==> config.mk <==
export PLATFORM = sky130hd
export DESIGN_NAME = sccb_target
export DESIGN_NICKNAME = d
export VERILOG_FILES = /design/src/rtl/smc_pkg.sv /design/src/rtl/sccb_tgt_line_mon.sv /design/src/rtl/sccb_target.sv
export SDC_FILE = /design/constraint.sdc
export NUM_CORES = 1
export LEC_CHECK = 0
export ABC_AREA = 1
export CORE_MARGIN = 8
export CORE_UTILIZATION = 35
export DETAILED_ROUTE_END_ITERATION = 10
export GPL_TIMING_DRIVEN = 1
export PLACE_DENSITY = 0.66
export REMOVE_ABC_BUFFERS = 1
export SLEW_MARGIN = 0
export SYNTH_ARGS = -nofsm -noshare
export SYNTH_HDL_FRONTEND = slang
export SYNTH_HIERARCHICAL = 1
export SYNTH_SLANG_ARGS = --single-unit
==> constraint.sdc <==
create_clock -name clk -period 2.6 [get_ports clk]
set_input_delay 0.39 -clock clk [delete_from_list [all_inputs] [get_ports clk]]
set_output_delay 0.39 -clock clk [all_outputs]
set_load 0.01 [all_outputs]
==> src/rtl/smc_pkg.sv <==
// Shared SCCB target definitions: FSM state encoding, phase geometry and the
// 3-sample majority helper used by the optional line glitch filter.
package smc_pkg;

  localparam int PHASE_LEN = 9;  // 8 data bits + 1 ACK/NA bit
  localparam int BIT_CNT_W = 4;

  typedef enum logic [3:0] {
    IDLE,
    ID,
    ID_X,
    SUB,
    SUB_X,
    WDAT,
    WDAT_X,
    RDAT,
    RDAT_NA,
    IGNORE
  } smc_state_e;

  function automatic logic maj3(input logic a, input logic b, input logic c);
    return (a & b) | (a & c) | (b & c);
  endfunction

endpackage

==> src/rtl/sccb_tgt_line_mon.sv <==
// SIO_C/SIO_D synchroniser, optional majority filter (SCCB_TGT_GLITCH_FILTER_EN)
// and SCL edge / START / STOP detector. All outputs are clk-domain.
module sccb_tgt_line_mon
  import smc_pkg::*;
(
  input  logic clk,
  input  logic rst,
  input  logic sio_c_i,
  input  logic sio_d_i,
  output logic scl_rise,
  output logic scl_fall,
  output logic start_det,
  output logic stop_det,
  output logic sda
);

  logic [1:0] c_sync, d_sync;
  logic       scl;
  logic       scl_q, sda_q;

  // Synchronisers reset to 1 so an idle bus produces no edges after reset.
  always_ff @(posedge clk or posedge rst) begin
    if (rst) begin
      c_sync <= 2'b11;
      d_sync <= 2'b11;
    end else begin
      c_sync <= {c_sync[0], sio_c_i};
      d_sync <= {d_sync[0], sio_d_i};
    end
  end

`ifdef SCCB_TGT_GLITCH_FILTER_EN
  logic [1:0] c_hist, d_hist;
  logic       c_filt, d_filt;

  // Majority of the current and two previous samples; a 1-clk pulse never wins.
  always_ff @(posedge clk or posedge rst) begin
    if (rst) begin
      c_hist <= 2'b11;
      d_hist <= 2'b11;
      c_filt <= 1'b1;
      d_filt <= 1'b1;
    end else begin
      c_hist <= {c_hist[0], c_sync[1]};
      d_hist <= {d_hist[0], d_sync[1]};
      c_filt <= maj3(c_sync[1], c_hist[0], c_hist[1]);
      d_filt <= maj3(d_sync[1], d_hist[0], d_hist[1]);
    end
  end

  assign scl = c_filt;
  assign sda = d_filt;
`else
  assign scl = c_sync[1];
  assign sda = d_sync[1];
`endif

  always_ff @(posedge clk or posedge rst) begin
    if (rst) begin
      scl_q <= 1'b1;
      sda_q <= 1'b1;
    end else begin
      scl_q <= scl;
      sda_q <= sda;
    end
  end

  assign scl_rise  = scl & ~scl_q;
  assign scl_fall  = ~scl & scl_q;
  assign start_det = scl & scl_q & sda_q & ~sda;
  assign stop_det  = scl & scl_q & ~sda_q & sda;

endmodule

==> src/rtl/sccb_target.sv <==
// SCCB (3-wire-compatible 2-wire) register target: ID / sub-address / data
// phases with burst write and sequential read. Optional SIO line glitch filter
// is enabled by defining SCCB_TGT_GLITCH_FILTER_EN.
module sccb_target
  import smc_pkg::*;
#(
  parameter logic [6:0] SLAVE_ID = 7'h21,
  parameter int         DATA_W   = 8
) (
  input  logic              clk,
  input  logic              rst,
  input  logic              sio_c_i,
  input  logic              sio_d_i,
  output logic              sio_d_oe_o,
  output logic [DATA_W-1:0] reg_addr_o,
  output logic [DATA_W-1:0] reg_wdata_o,
  output logic              reg_wr_o,
  output logic              reg_rd_o,
  input  logic [DATA_W-1:0] reg_rdata_i,
  output logic              busy_o,
  output smc_state_e        dbg_state
);

  localparam logic [BIT_CNT_W-1:0] LAST_DATA = BIT_CNT_W'(PHASE_LEN - 2);
  localparam logic [BIT_CNT_W-1:0] ACK_BIT   = BIT_CNT_W'(PHASE_LEN - 1);

  logic scl_rise, scl_fall, start_det, stop_det, sda;

  sccb_tgt_line_mon u_line_mon (
    .clk       (clk),
    .rst       (rst),
    .sio_c_i   (sio_c_i),
    .sio_d_i   (sio_d_i),
    .scl_rise  (scl_rise),
    .scl_fall  (scl_fall),
    .start_det (start_det),
    .stop_det  (stop_det),
    .sda       (sda)
  );

  smc_state_e           state;
  logic [BIT_CNT_W-1:0] bit_cnt;
  logic [DATA_W-2:0]    rx;
  logic [DATA_W-1:0]    rx_next;
  logic [DATA_W-1:0]    tx;
  logic                 rd_mode;
  logic                 rd_pend;

  assign rx_next   = {rx, sda};
  assign dbg_state = state;

  // Register-side handshake: reg_wr_o is a 1-clk strobe with reg_addr_o and
  // reg_wdata_o valid in that clk; reg_rd_o is a 1-clk request with reg_addr_o
  // valid, and reg_rdata_i must be valid during the clk that follows it.
  always_ff @(posedge clk or posedge rst) begin
    if (rst) begin
      state       <= IDLE;
      bit_cnt     <= '0;
      rx          <= '0;
      tx          <= '0;
      rd_mode     <= 1'b0;
      rd_pend     <= 1'b0;
      sio_d_oe_o  <= 1'b0;
      reg_addr_o  <= '0;
      reg_wdata_o <= '0;
      reg_wr_o    <= 1'b0;
      reg_rd_o    <= 1'b0;
      busy_o      <= 1'b0;
    end else begin
      reg_wr_o <= 1'b0;
      reg_rd_o <= 1'b0;
      rd_pend  <= reg_rd_o;
      if (rd_pend) tx <= reg_rdata_i;

      if (stop_det) begin
        state      <= IDLE;
        bit_cnt    <= '0;
        sio_d_oe_o <= 1'b0;
        busy_o     <= 1'b0;
      end else if (start_det) begin
        state      <= ID;
        bit_cnt    <= '0;
        sio_d_oe_o <= 1'b0;
        busy_o     <= 1'b1;
      end else begin
        case (state)
          ID, SUB, WDAT: begin
            if (scl_rise) begin
              rx <= rx_next[DATA_W-2:0];
              if (bit_cnt == LAST_DATA) begin
                bit_cnt <= ACK_BIT;
                case (state)
                  ID: begin
                    if (rx_next[7:1] == SLAVE_ID) begin
                      state    <= ID_X;
                      rd_mode  <= rx_next[0];
                      reg_rd_o <= rx_next[0];
                    end else begin
                      state <= IGNORE;
                    end
                  end
                  SUB: begin
                    reg_addr_o <= rx_next;
                    state      <= SUB_X;
                  end
                  default: begin
                    reg_wdata_o <= rx_next;
                    reg_wr_o    <= 1'b1;
                    state       <= WDAT_X;
                  end
                endcase
              end else begin
                bit_cnt <= bit_cnt + BIT_CNT_W'(1);
              end
            end
          end

          // ACK is held from the fall after bit 8 until the fall after bit 9.
          ID_X, SUB_X, WDAT_X: begin
            if (scl_rise && bit_cnt == ACK_BIT) bit_cnt <= '0;
            if (scl_fall) begin
              if (bit_cnt == ACK_BIT) begin
                sio_d_oe_o <= 1'b1;
              end else begin
                case (state)
                  ID_X: begin
                    if (rd_mode) begin
                      state      <= RDAT;
                      sio_d_oe_o <= ~tx[DATA_W-1];
                      tx         <= {tx[DATA_W-2:0], 1'b0};
                    end else begin
                      state      <= SUB;
                      sio_d_oe_o <= 1'b0;
                    end
                  end
                  SUB_X: begin
                    state      <= WDAT;
                    sio_d_oe_o <= 1'b0;
                  end
                  default: begin
                    state      <= WDAT;
                    sio_d_oe_o <= 1'b0;
                    reg_addr_o <= reg_addr_o + DATA_W'(1);
                  end
                endcase
              end
            end
          end

          RDAT: begin
            if (scl_fall) begin
              sio_d_oe_o <= ~tx[DATA_W-1];
              tx         <= {tx[DATA_W-2:0], 1'b0};
            end
            if (scl_rise) begin
              if (bit_cnt == LAST_DATA) begin
                bit_cnt <= ACK_BIT;
                state   <= RDAT_NA;
              end else begin
                bit_cnt <= bit_cnt + BIT_CNT_W'(1);
              end
            end
          end

          RDAT_NA: begin
            if (scl_fall) sio_d_oe_o <= 1'b0;
            if (scl_rise) begin
              bit_cnt <= '0;
              if (!sda) begin
                reg_addr_o <= reg_addr_o + DATA_W'(1);
                reg_rd_o   <= 1'b1;
                state      <= RDAT;
              end else begin
                state <= IGNORE;
              end
            end
          end

          default: ;
        endcase
      end
    end
  end

endmodule

## Word level (Yosys, flattened, before mapping)

Index checks and enable logic that the tools add are counted.

| storage, ports and cells | value |
|---|---|
| bits in registers | 51 |
| input bits | 12 |
| output and inout bits | 24 |
| word-level logic and storage cells | 147 |

| operators by class | value |
|---|---|
| add/sub/neg operators | 2 |
| equality and inequality tests | 30 |
| muxes and demuxes | 66 |
| bitwise operators | 15 |
| reductions and logical operators | 18 |

Operators with widths:

| operator | count |
|---|---|
| $mux 8 | 16 |
| $mux 4 | 18 |
| $ne 4x4->1 const B | 10 |
| $mux 1 | 24 |
| $pmux 8 s3 | 1 |
| $eq 4x3->1 const B | 5 |
| $ne 2x2->1 const B | 8 |
| $pmux 4 s4 | 1 |
| $pmux 8 s2 | 1 |
| $pmux 4 s3 | 1 |
| $reduce_and 4->1 | 3 |
| $reduce_and 11->1 | 1 |
| $reduce_bool 5->1 | 2 |
| $add 8x1->8 const B | 1 |
| $eq 4x2->1 const B | 2 |
| $eq 4x4->1 const B | 2 |
| $not 1->1 | 8 |
| $pmux 4 s2 | 1 |
| $reduce_and 8->1 | 1 |
| $and 1x1->1 | 7 |
| $eq 7x6->1 const B | 1 |
| $reduce_and 7->1 | 1 |
| $reduce_and 6->1 | 1 |
| $reduce_bool 6->1 | 1 |
| other kinds (12) | 14 |

## Longest topological paths before layout

Gate-level depths: netlist (run 1).

| depth | value |
|---|---|
| depth in word-level cells | 8 |
| depth in mapped cells | 11 |
| mapped depth without buffers | 11 |

## Modules after synthesis

Netlist (run 1), hierarchy kept.

By module, submodules not included:

| module | times used | cells an instance | area an instance (um2) | seq. area each (um2) |
|---|---|---|---|---|
| sccb_target | 1 | 348 | 2,626.3 | 1,126.1 |
| sccb_tgt_line_mon | 1 | 18 | 202.7 | 157.7 |

## Worst setup path before layout (run 1)

OpenSTA, ideal clock, no wires.

| path | value |
|---|---|
| path kind | reg-to-reg |
| start | register u_line_mon.d_sync[1] |
| end | register state[3], in the netlist dbg_state[3] |
| setup time | 0.127 ns |
| arrival time | 1.511 ns |
| required time | 2.473 ns |
| slack | 0.962 ns |
| cell stages (with the launch flop) | 11 |
| buffers on the path | 1 |
| clock period less this slack | 1.638 ns |
| path through | dfstp_2 inv_1 nand2_1 nor2_1 nor2_1 clkbuf_1 nand4_1 nand3_1 nor2_2 nand2_1 o21ai_0 |

| on the way | value |
|---|---|
| elaborated cells between the ends (all ways) | 17 |
| classes of those cells | 7 x eq/ne; 5 x mux; 3 x bitwise; 2 x reduce/logical |

RTL lines:

| element | RTL line | source |
|---|---|---|
| from (decl) | sccb_tgt_line_mon.sv:17 | `logic [1:0] c_sync, d_sync;` |
| from (signal assigned) | sccb_tgt_line_mon.sv:28 | `d_sync <= {d_sync[0], sio_d_i};` |
| $not 1->1 * | sccb_tgt_line_mon.sv:70 | `assign start_det = scl & scl_q & sda_q & ~sda;` |
| $and 1x1->1 * | sccb_tgt_line_mon.sv:70 |  |
| named net start_det | sccb_target.sv:27 | `logic scl_rise, scl_fall, start_det, stop_det, sda;` |
| $ne 4x4->1 (no line), or another cell as far along | -- |  |
| $reduce_and 8->1 (no line) or $mux 4 (tied branches) | -- |  |
| to (signal assigned) | sccb_target.sv:57 | `state <= IDLE;` |
| to (signal assigned) | sccb_target.sv:76 | `state <= IDLE;` |
| to (signal assigned) | sccb_target.sv:81 | `state <= ID;` |
| to (decl) | sccb_target.sv:41 | `smc_state_e state;` |

The timed path passes the listed nets; every way through them passes the cells marked *. The select of a mux whose other input is x is not followed.
A chain may end at the register's enable or synchronous reset.

## Final worst setup path (run 1)

| path | value |
|---|---|
| start | register u_line_mon.d_sync[1] |
| end | register rd_mode |

| on the way | value |
|---|---|
| word-level cells in the longest chain between the ends | 4 |
| elaborated cells between the ends (all ways) | 6 |
| classes of those cells | 5 x bitwise; 1 x reduce/logical |

RTL lines:

| element | RTL line | source |
|---|---|---|
| $not 1->1 | sccb_tgt_line_mon.sv:70 |  |
| $and 1x1->1 | sccb_tgt_line_mon.sv:70 |  |
| named net start_det | sccb_target.sv:27 |  |
| $not 1->1 (no line) | -- |  |
| $reduce_and 7->1 (no line) | -- |  |
| to (signal assigned) | sccb_target.sv:96 | `rd_mode <= rx_next[0];` |
| to (decl) | sccb_target.sv:46 | `logic rd_mode;` |

The timed path passes the listed nets, and every way through them passes these cells.

==> impl_results.md, run 1 <==
- Clock sinks: slightly above 50
- MaxCap Viol Count: 0
- Min Hold Slack: around 0.36 ns
- Commonest non-fill, non-tap cell in the layout: nand2_1
- Net Sw Frac: 0.434
- Critical Path RT: 2.81 ns
- Fmax: about 510 MHz
- WL per Instance: about 12 um
- # nets final: about 420
- Initial Util: 0.364
- Status: complete, no violations
- Syn avg cell area: a little under 8 um2
- Yosys reg bits: roughly 50
- CTS H-tree lvls: 2
- Multi-input combinational cell area: 1310 um2
- Area grow syn2layout: 20.6%
- Max transition margin: 0.698
- Rows: 32
- CTS Buf Count: 5
- Initial antenna violation count: 0
- Layout Cell Area excl Fill: around 3400 um2
- Reg clk slew, reported paths: about 0.10 ns
- Setup TNS: 0 ns
- Post-synth top area share: 0.398
- Total power: 3.27 mW
- Remaining DRCs: 0
- Nature of the critical path endpoint: flop
- CTS tree: done
- Total Die Area: around 11,000 um2
- Root buf cell: clkbuf_8
- Seq/Total Area, Yosys: 0.454
- Fill count: between 700 and 800
- Number of port buffers: 35
- Slew @ Worst Pin: roughly 0.45 ns
- # setup viols final: 0
- NetSw: roughly 1.4 mW
- YS warnings: 6
- Cell Area, Synth: about 2800 um2
- CP Data Arrival Time: 2.19 ns
- Largest net degree at the start of global routing: between 40 and 50
- Power share of the sequential group: 0.357
- Synth top area cells: dfrtp_1 (40%), nand2_1 (14%), inv_1 (6.4%)
- Setup CP Type: reg -> reg
- Post-layout min period: between 1.5 and 2 ns
- DIE HEIGHT: ~110 um
- Fraction of layout cells with a size suffix above 1: 0.124
- Diode count: 0
- Most frequent cells in the layout: nand2_1 (102), inv_1 (47), dfrtp_1 (45)
- Core Area: approximately 7800 um2
- RSZ-0062 raised after global routing: false
- First-pass GRT wire length: 10,800 um
- DP HPWL: approximately 4800 um
- Reg area: around 1300 um2
- Post-CTS Repair Setup Buffers: 0
- Routed vias: 2,357
- Min-delay worst type: reg -> reg
- CP max FO: 15
- Vias in the first global route: 2,279
- Max VDD drop: 0.534 mV
- Cells after synthesis: between 300 and 400
- Gr ovfl total: 0
- I/O Pins: 36
- Die width: around 110 um
- Iter 0 DRT Violations: between 100 and 150
- Critical Path Start Type: flop
- Final Hold Viols: 0
- Fin crit share: 0.761
- Clock power share: 0.180
- Clock Path Buffers: 2
- P_int: 1.85 mW
- Leakage: roughly 1.6 nW
- First-pass detailed-route iteration total: 4
- Placed Area: about 3300 um2
- GRT Util Overall: 0.115
- Synth unique cells: 33
- Fin Clk Skew: roughly 0.0066 ns
- Vias/cell: 4.66
- Logic pwr share: 0.463
- RD Place Congestion: 0.905
- Largest area contributor in the netlist: dfrtp_1
- Worst-Skew Late Latency: ~0.31 ns
- Final Max Slew Viols: 0
- Post-Route WL: between 6000 and 7000 um
- Post-DRT Antenna Nets: 0
- CTS Hold Bufs: 0
- PostCTS Resize Cnt: 0
- Power per cell area: approximately 960 nW/um2
-- per-layer routing --
metal / track usage / routed length [um] / up-vias
met5: 0 / 0 / -
met4: 0.0412 / 91 / 0
met3: 0.0278 / 329 / 6
met2: 0.180 / 2810 / 42
met1: 0.150 / 3090 / 1083
li1: - / - / 1226
-- power groups by stage --
stage | Sequential (mW) | Combinational (mW) | Clock (mW)
CTS | 1.17 | 1.52 | 0.610
floorplan | 1.18 | 1.06 | 0
detailed placement | 1.19 | 1.51 | 0
global route | 1.20 | 1.71 | 0.640
finish | 1.17 | 1.51 | 0.589
global placement | 1.18 | 1.50 | 0
-- critical path, stage by stage, from the launching register on --
cell and delay [ns]:
dfstp_2 0.59, inv_1 0.05, nand2_1 0.05, nor2_1 0.05
nor2_1 0.11, inv_1 0.11, nor2_2 0.19, nand2_1 0.32
nor2_1 0.23, nand2_1 0.07, o21a_1 0.10
-- worst paths after layout --
path	startpoint	slack, ns	cells past startpoint	to
max	u_line_mon/d_sync[1]$_DFF_PP1_	0.62	10	rd_mode$_DFFE_PP0P_
min reg2reg	u_line_mon/d_sync[0]$_DFF_PP1_	0.36	0	u_line_mon/d_sync[1]$_DFF_PP1_
max reg2reg	u_line_mon/d_sync[1]$_DFF_PP1_	0.62	10	rd_mode$_DFFE_PP0P_
max in group asynchronous	rst	1.94	3	bit_cnt[3]$_DFFE_PP0P_
min	u_line_mon/d_sync[0]$_DFF_PP1_	0.36	0	u_line_mon/d_sync[1]$_DFF_PP1_
min in group asynchronous	rst	0.44	3	dbg_state[1]$_DFFE_PP0P_
-- area by class of cell --
cell class,instances,share of cell area
inverter,52,0.0572
tap,102,0.0374
timing repair buffer,37,0.111
clock buffer,6,0.0242
clock inverter,2,0.0114
multi-input combinational,256,0.383
sequential,51,0.376
-- Yosys cell counts --
master	count
inv_1	48
ha_1	3
buf_6	2
o21ai_2	6
xor2_1	2
dfstp_2	6
nand2_2	9
nand2_4	3
o22ai_1	1
a21oi_4	2
a21oi_1	3
o21ai_4	1
nor2_2	3
clkbuf_1	2
nand3b_1	2
nor2_4	3
nand2_1	102
dfrtp_1	45
buf_2	3
inv_2	3
nand4_1	6
mux2_2	1
o21ai_0	29
mux2i_1	1
nor2_1	35
o21ai_1	7
nand3_1	31
clkinv_1	1
nand3_2	1
o22ai_2	1
nor3_1	2
nand4_4	1
o21a_1	1
-- sequential cells by signal, summed over array words and instances, names as in the netlist --
name	cells
u_line_mon/d_sync	2
reg_wr_o	1
tx	8
busy_o	1
dbg_state	4
rx	7
reg_rd_o	1
sio_d_oe_o	1
u_line_mon/scl_q	1
u_line_mon/c_sync	2
rd_mode	1
bit_cnt	4
reg_addr_o	8
rd_pend	1
reg_wdata_o	8
u_line_mon/sda_q	1
-- cell families (layout without fill, tap and decap cells) --
| group | after synthesis | in the layout | synth area share |
|---|---|---|---|
| and+or+nand+nor | 198 | 198 | 0.320 |
| buffers and inverters | 59 | 97 | 0.0849 |
| AOI/OAI and AO/OA | 51 | 51 | 0.114 |
| DFF | 51 | 51 | 0.454 |
| adders and majority gates | 3 | 3 | 0.0133 |
| xor gates and xnor gates | 2 | 2 | 0.00619 |
| muxes | 2 | 2 | 0.00752 |
-- stage by stage --
stage | worst slack [ns] | utilization | std cells
2_1_floorplan | 0.421 | - | 359
3_3_place_gp | 0.691 | 0.423 | 498
3_5_place_dp | 0.638 | 0.423 | 498
4_1_cts | 0.628 | 0.439 | 506
5_1_grt | 0.404 | 0.439 | 506
6_report | 0.621 | 0.439 | 506
Power figures use the tool's default switching activity.
==> run 2, diff against run 1 <==
- PLACE_DENSITY: 0.66 -> 0.68
- clock period: 2.6 -> 1.6 ns (I/O delays scaled with it)
==> run 2 against run 1 <==
- global-route usage up 0.44 points
- the flow now finishes with violations (setup timing)
- largest power group unchanged
- clock skew increased by 0.0064 ns
- wire length grew 14%
- die area unchanged
- combinational power grew 98%
- power rose by 78%
- largest cell class unchanged
- critical path type unchanged
==> impl_results.md, run 2 (synthesis results as in run 1) <==
- Status: finished, violations left (was complete, no violations)
- Violated checks: setup timing
- Post-Route WL: 7210 um (was 6320 um)
- Most Frequent Cell on Critical Path: nor2_4
- Slew @ Worst Pin: 0.435 ns (was 0.452 ns)
- P_int: 3.27 mW (was 1.85 mW)
- Core Area: 7770 um2 (unchanged)
- CTS H-tree lvls: 2 (unchanged)
- CP max FO: 8 (was 15)
- Top flop regs: reg_addr_o: 8 flops, reg_wdata_o: 8 flops, tx: 8 flops (unchanged)
- Max transition margin: 0.710 (was 0.698)
- Rows: 32 (unchanged)
- Final Max Slew Viols: 0 (unchanged)
- Clock power share: 0.159 (was 0.180)
- Leakage: 1.97 nW (was 1.64 nW)
- I/O Pins: 36 (unchanged)
- WL per Instance: 13.2 um (was 12.5 um)
- Remaining DRCs: 0 (unchanged)
- Clock Path Buffers: 2 (unchanged)
- RSZ-0062 raised after global routing: true (was false)
- Crit-path max cell delay: 0.57 ns (was 0.59 ns)
- Gr ovfl total: 0 (unchanged)
- Min-delay worst type: in -> async (was reg -> reg)
- Clock sinks: 51 (unchanged)
- Cells along the critical path: inv_2 -> nand2_2 -> nor2_4 -> nor2_4 -> buf_6 -> nand2_4 -> a21oi_4 -> nand2_2 -> nor2_4 -> nand3_1 -> nand2_1 (was inv_1 -> nand2_1 -> nor2_1 -> nor2_1 -> inv_1 -> nor2_2 -> nand2_1 -> nor2_1 -> nand2_1 -> o21a_1)
- Post-layout min period: 1.73 ns (was 1.98 ns)
- Fill count: 718 (was 786)
- Iter 0 DRT Violations: 121 (was 118)
- Number of port buffers: 35 (unchanged)
- CP Data Arrival Time: 1.97 ns (was 2.19 ns)
- CTS Hold Bufs: 0 (unchanged)
- Root buf cell: clkbuf_8 (unchanged)
- Worst-Skew Late Latency: 0.32 ns (was 0.31 ns)
- Vias in the first global route: 2,445 (was 2,279)
- Final setup margin: -0.126 ns (was 0.621 ns)
- Fraction of layout cells with a size suffix above 1: 0.336 (was 0.124)
- Area grow syn2layout: 44.7% (was 20.6%)
- GRT Util Overall: 0.119 (was 0.115)
- Logic pwr share: 0.514 (was 0.463)
- Routed vias: 2,619 (was 2,357)
- CTS tree: done (unchanged)
- # placed instances: 519 (was 498)
- # setup viols final: 33 (was 0)
- CTS Buf Count: 5 (unchanged)
- NetSw: 2.55 mW (was 1.42 mW)
- # nets final: 458 (was 418)
- Power share of the sequential group: 0.327 (was 0.357)
- Diode count: 0 (unchanged)
- Reg clk slew, reported paths: 0.09 ns (was 0.10 ns)
- First-pass GRT wire length: 11,200 um (was 10,800 um)
- Initial Util: 0.364 (unchanged)
- Setup CP Type: reg -> reg (unchanged)
- Cell Count, Final, Fillers Out: 546 (was 506)
- Commonest non-fill, non-tap cell in the layout: nand2_1 (unchanged)
- Largest net degree at the start of global routing: 46 (unchanged)
- Nature of the critical path endpoint: flop (unchanged)
- Reg area: 1290 um2 (was 1280 um2)
- First-pass detailed-route iteration total: 4 (unchanged)
- Most frequent cells in the layout: nand2_1 (77), inv_1 (42), dfrtp_1 (39) (was nand2_1 (102), inv_1 (47), dfrtp_1 (45))
- Post-DRT Antenna Nets: 0 (unchanged)
- Die width: 106 um (unchanged)
- Initial antenna violation count: 0 (unchanged)
- Vias/cell: 4.80 (was 4.66)
- Net Sw Frac: 0.438 (was 0.434)
- Setup TNS: -2.68 ns (was 0 ns)
- Power per cell area: 1420 nW/um2 (was 958 nW/um2)
- Multi-input combinational cell area: 1590 um2 (was 1310 um2)
- Final Hold Viols: 0 (unchanged)
- DIE HEIGHT: 106 um (unchanged)
- Max VDD drop: 0.636 mV (was 0.534 mV)
- Total Die Area: 11,200 um2 (unchanged)
- MaxCap Viol Count: 0 (unchanged)
- Fin crit share: 1.08 (was 0.761)
- RD Place Congestion: 0.916 (was 0.905)
- Critical Path Start Type: flop (unchanged)
- Critical Path RT: 1.85 ns (was 2.81 ns)
- CP max stage cell: dfstp_2 (unchanged)
- Fin Clk Skew: 0.0130 ns (was 0.00659 ns)
- DP HPWL: 4780 um (was 4790 um)
- Fmax: 579 MHz (was 505 MHz)
run 2: path summary, 6_finish.rpt:
kind / startpoint / endpoint / slack [ns] / cells past startpoint
setup / recovery: u_line_mon/d_sync[1]$_DFF_PP1_ / reg_addr_o[2]$_DFFE_PP0P_ / -0.13 / 11
hold / removal: rst / bit_cnt[1]$_DFFE_PP0P_ / 0.28 / 3
setup reg to reg: u_line_mon/d_sync[1]$_DFF_PP1_ / reg_addr_o[2]$_DFFE_PP0P_ / -0.13 / 11
hold reg to reg: u_line_mon/c_sync[0]$_DFF_PP1_ / u_line_mon/c_sync[1]$_DFF_PP1_ / 0.36 / 0
max in group asynchronous: rst / dbg_state[1]$_DFFE_PP0P_ / 1.07 / 3
min in group clk: sio_d_i / u_line_mon/d_sync[0]$_DFF_PP1_ / 0.33 / 1
run 2: worst max-delay path: cells and delay by family, from the launching register on:
family	cells	cell delay, ns
AOI/OAI and AO/OA	1	0.16
buffers and inverters	2	0.19
DFF	1	0.57
and+or+nand+nor	8	0.74
run 2: stage by stage:
step | total power [mW] | area, um2 | utilization | setup slack, ns | hold WS, ns
finish | 5.82 | 4090 | 0.527 | -0.126 | 0.283
global route | 6.27 | 4090 | 0.527 | -0.238 | 0.317
CTS | 5.65 | 3770 | 0.486 | -0.0770 | 0.297
detailed placement | 4.54 | 3460 | 0.445 | -0.126 | 0.347
global placement | 4.48 | 3460 | 0.445 | -0.0669 | 0.346
floorplan | 3.63 | 2780 | - | -0.579 | 0.239
run 2: power by group through the flow:
stage	sequential, mW	combinational [mW]	clock [mW]
after global placement	1.91	2.57	0
after global routing	1.95	3.32	0.998
after detailed placement	1.92	2.62	0
final	1.90	2.99	0.927
after floorplan	1.91	1.71	0
after CTS	1.89	2.81	0.942
run 2: repair_timing:
item,CTS,global route
endpoints found under the hold margin,0,0
pin swaps,6,14
resized for setup,41,71
endpoints found under the setup margin,43,49
cloned,0,4
setup buffers,11,5
run 2: metal layers:
metal  share of wire  up-vias  global-route usage
met3           0.055        6              0.0332
met4           0.012        0              0.0372
met5               0        -                   0
met2            0.48       49               0.189
met1            0.46     1247               0.153
li1                -     1317                   -
run 2: area by class of cell:
class	instances	area share
clock buffers	5	0.0168
clock inverters	3	0.0116
inverters	52	0.0495
multi-input cells	257	0.387
flip-flops and latches	51	0.315
well taps	102	0.0312
repair buffers	76	0.188
